--- config.mk ---
export PLATFORM = sky130hd
export DESIGN_NAME = tt_um_urish_silife
export DESIGN_NICKNAME = d
export VERILOG_FILES = /design/src/rtl/tt_um_urish_silife.sv
export SDC_FILE = /design/constraint.sdc
export NUM_CORES = 1
export LEC_CHECK = 0
export ABC_AREA = 0
export BUFFER_PORTS_ARGS = -buffer_cell sky130_fd_sc_hd__buf_4
export CAP_MARGIN = 30
export CORE_MARGIN = 2
export CORE_UTILIZATION = 70
export CTS_CLUSTER_DIAMETER = 30
export DETAILED_ROUTE_END_ITERATION = 10
export PLACE_DENSITY = 0.95
export SLEW_MARGIN = 40
export SYNTH_ARGS = -nofsm -noshare
export SYNTH_HDL_FRONTEND = slang
export SYNTH_SLANG_ARGS = --single-unit
export TNS_END_PERCENT = 5
--- constraint.sdc ---
create_clock -name clk -period 4.8 [get_ports clk]
set_input_delay 0.96 -clock clk [delete_from_list [all_inputs] [get_ports clk]]
set_output_delay 0.96 -clock clk [all_outputs]
set_load 0.03 [all_outputs]
--- src/rtl/tt_um_urish_silife.sv ---
// ---------------------------------------------------------------------------
// tt_um_urish_silife
//   Conway's Game of Life engine on a fixed 8x8 grid, packaged as a
//   TinyTapeout user module. The host loads rows through uio_in, reads any
//   row back on uo_out, and with en held high the grid advances one
//   generation (B3/S23) per clock. Cells outside the grid count as dead;
//   there is no wrap-around.
//
// Ports:
//   clk      system clock, all state updates on the rising edge
//   rst_n    asynchronous active-low reset, clears every cell
//   ena      TinyTapeout design-select, ignored
//   ui_in    [7]=wr_en, [6]=en, [5:3] unused, [2:0]=row_select
//   uo_out   contents of row row_select (bit c = column c, 1 = alive)
//   uio_in   row data written when wr_en=1 (bit c = column c)
//   uio_out  constant 0
//   uio_oe   constant 0, all uio pins are inputs
// ---------------------------------------------------------------------------
module tt_um_urish_silife (
  input  logic       clk,
  input  logic       rst_n,
  input  logic       ena,
  input  logic [7:0] ui_in,
  output logic [7:0] uo_out,
  input  logic [7:0] uio_in,
  output logic [7:0] uio_out,
  output logic [7:0] uio_oe
);

  // Population count of the eight neighbour bits, result range 0..8.
  function automatic logic [3:0] count_neighbours(input logic [7:0] bits);
    logic [3:0] sum;
    sum = 4'd0;
    for (int i = 0; i < 8; i++) begin
      sum = sum + {3'd0, bits[i]};
    end
    return sum;
  endfunction

  // B3/S23: birth on exactly three, survival on two or three.
  function automatic logic life_rule(input logic self, input logic [3:0] n);
    return (n == 4'd3) || (self && (n == 4'd2));
  endfunction

  logic       wr_en_s;
  logic       en_s;
  logic [2:0] row_sel_s;

  logic [7:0][7:0] grid_r;   // grid_r[r][c] = cell at row r, column c
  logic [7:0][7:0] next_s;   // next generation of every cell
  logic [9:0][9:0] pad_s;    // grid framed by a ring of dead cells

  logic unused_s;

  assign wr_en_s   = ui_in[7];
  assign en_s      = ui_in[6];
  assign row_sel_s = ui_in[2:0];

  // Pins that are deliberately ignored are folded into one sink signal.
  assign unused_s = &{1'b0, ena, ui_in[5:3]};

  // Frame the grid with dead cells so edge cells see zeros outside the board.
  always_comb begin
    pad_s = 100'd0;
    for (int r = 0; r < 8; r++) begin
      pad_s[r + 1] = {1'b0, grid_r[r], 1'b0};
    end
  end

  // Per-cell neighbour count and rule; pad_s[r+1][c+1] is the cell itself.
  always_comb begin
    next_s = 64'd0;
    for (int r = 0; r < 8; r++) begin
      for (int c = 0; c < 8; c++) begin
        next_s[r][c] = life_rule(grid_r[r][c],
                                 count_neighbours({pad_s[r][c],     pad_s[r][c + 1],     pad_s[r][c + 2],
                                                   pad_s[r + 1][c],                      pad_s[r + 1][c + 2],
                                                   pad_s[r + 2][c], pad_s[r + 2][c + 1], pad_s[r + 2][c + 2]}));
      end
    end
  end

  // Cell state: async clear, write beats step, otherwise hold.
  always_ff @(posedge clk or negedge rst_n) begin
    if (!rst_n) begin
      grid_r <= 64'd0;
    end else if (wr_en_s) begin
      grid_r[row_sel_s] <= uio_in;
    end else if (en_s) begin
      grid_r <= next_s;
    end else begin
      grid_r <= grid_r;
    end
  end

  // Row read mux is combinational so a write or step shows right after the edge.
  assign uo_out  = grid_r[row_sel_s];
  assign uio_out = 8'd0;
  assign uio_oe  = 8'd0;

endmodule

==> results_dict.tcl <==
set metrics [dict create \
    status "completed" \
    top_usage_layer "met2" \
    drt_iter0_drc 1087 \
    cap_violations 0 \
    yosys_warnings 0 \
    timing.slew.headroom_pct 41.9 \
    synth_xor_xnor_area_share_pct 0 \
    antenna_found_initial 1 \
    dr_total_vias 9320 \
    whs_ps 535 \
    htree_levels 3 \
    coreArea_sq_um 16400 \
    synthSimpleGateAreaFrac_pct 10.2 \
    insertion_delay_ps 350 \
    use_met2_pct 60.0 \
    largest_register "grid_r" \
    cts_hold_buf 0 \
    grt_max_degree 65 \
    cts.root.buffer_cell "clkbuf_16" \
    cpMaxStageDelayCell "fa_1" \
    tns_ps 0 \
    use_met3_pct 7.39 \
    postCtsSetupBuffers 0 \
    pre_cts_ws_ps 1170 \
    die_h_um 133 \
    fin_crit_ps 3670 \
    setup_ws_ps 1130 \
    synth_commonest_cells "inv_1, fa_1, ha_1" \
    drive_gt1_share_pct 5.88 \
    cts_buffer_depth 2 \
    rsz0062_at_grt "no" \
    hp-class "flip-flop to flip-flop" \
    grt_pass1_wl_um 51100 \
    dr.pass1.iters 6 \
    yosys.area_share.adder_pct 48.5 \
    synth_mux_area_share_pct 3.25 \
    rows 47 \
    grt_usage_pct 37.6 \
    drc_errors 0 \
    clock_sinks 64 \
    place_hpwl_um 23000 \
    ys_ff_latch 64 \
    setup_viol 0 \
    vias_per_cell 6.61 \
    start_util_pct 71.0 \
    critical-path-max-stage-delay_ps 510 \
    synth_area_leaders "fa_1, ha_1, dfrtp_1" \
    gp_congestion 0.921 \
    worst_setup_path_start_kind "flip-flop" \
    netlist_area_sq_um 11600 \
    reg_top3 "grid_r: 64 flops" \
    wl_um 31000 \
    worst-setup-path-type "flip-flop to flip-flop" \
    synth_area_leader_cell "fa_1" \
    yosysTopAreaCellShare_pct 33.7 \
    ys_types 63 \
    clk_pin_slew_worst_paths_ps 60 \
    drv_slew 0 \
    die_x_um 133 \
    critPathTopFamily "adder cells" \
    area_growth_pct 4.34 \
    crit_buf_inv 2 \
    ant_nets 0 \
    dieArea_sq_um 17700 \
    worstPathArrival_ps 3910 \
    cp.required_ps 5040 \
    grtUsageMet1_pct 47.1 \
    worst_pin_slew_ps 870 \
    cts_resized 0 \
    fillers 1043 \
    grt-ovfl-total 0 \
    synthCells 1183 \
    final_net_count 1539 \
    io_pins 43 \
    wl_per_cell_um 22.0 \
    ys_seq_area_share_pct 13.7 \
    syn_area_per_cell_sq_um 9.85 \
    period_share_pct 76.5 \
    synth_compound_area_share_pct 13.3 \
    crit_path_max_fanout 6 \
    seq_area_sq_um 1600 \
    finalHoldViolations 0 \
    fin_skew_ps 7.29 \
    grt_pass1_vias 10100 \
    largest_reg_flops 64 \
    ys_async_sr_fraction_pct 100 \
    ys.flop_type "dfrtp_1" \
    timing.fmax_ghz 0.272 \
    synth_most_common_cell "inv_1" \
    numCtsBuffers 9 \
    cp_common_cell "fa_1" \
    antennaDiodeCount 0 \
    port_buffers 22 \
    cts_tree "built" \
    multiInputGateArea_sq_um 8830 \
    cp_cell_sequence "inv_1 > fa_1 > fa_1 > fa_1 > inv_1 > ha_1 > fa_1 > nand2b_1 > a41o_1 > a22o_1" \
    synth_top_family_by_area "adder cells" \
    synth-edff-count 0 \
    critPathCaptureType "flip-flop" \
]
-- kinds of logic (layout without fill, tap and decap cells) --
group,Yosys count,after routing
other,1,16
and+or+nand+nor,211,211
adders and majority gates,334,334
AOI/OAI and AO/OA,242,242
DFF,64,64
buffers and inverters,309,301
muxes,22,22
-- layout make-up --
| type | instances | share of cell area [%] |
|---|---|---|
| Tap cell | 220 | 2.26 |
| Inverter | 259 | 8.00 |
| Timing Repair Buffer | 27 | 1.70 |
| Clock buffer | 15 | 2.20 |
| Multi-Input combinational cell | 825 | 72.7 |
| Sequential cell | 64 | 13.2 |
-- metrics by stage --
step                utilization, %  area (sq um)  std cells
floorplan                        -         11700       1198
global placement              72.4         11900       1395
detailed placement            72.4         11900       1395
CTS                           74.0         12100       1410
global route                  74.1         12200       1410
finish                        74.1         12200       1410
-- path summary, 6_finish.rpt --
path                       startpoint         end  slack [ps]  cells past startpoint
setup / recovery           grid_r[41]  grid_r[42]        1130                     10
hold / removal             grid_r[48]  grid_r[48]         530                      2
setup reg to reg           grid_r[41]  grid_r[42]        1130                     10
hold reg to reg            grid_r[48]  grid_r[48]         530                      2
max in group asynchronous       rst_n  grid_r[16]        3700                      1
min in group asynchronous       rst_n   grid_r[6]         630                      1
-- layout by cell type (no fill, tap or decap), drive strengths merged, types with 4 or more instances in the layout --
cell,instances
and2,18
a211oi,4
a221oi,18
ha,138
inv,259
o211ai,24
nand2,53
mux2i,6
and3,19
clkbuf,15
nand2b,31
nor3b,19
mux4,12
mux2,4
conb,16
nand3,6
a22oi,8
nor2,40
fa,196
o22ai,12
buf,27
o21ai,72
nor2b,8
a21oi,64
a32oi,10
a41oi,11
dfrtp,64
-- per-layer routing --
layer  routed length [um]  part of all wire [%]
met5                   11                 0.035
met4                 2070                   6.7
met3                 3320                    11
met2                14600                    47
met1                11100                    36
-- worst min-delay path: cells and delay by family, from the launching register on --
kind	cells	cell delay (ps)
DFF	1	360
AOI/OAI and AO/OA	2	140
Power is left out: the tool's default activity adds up to more than one toggle a clock period on the data nets, which glitch-free logic cannot reach.
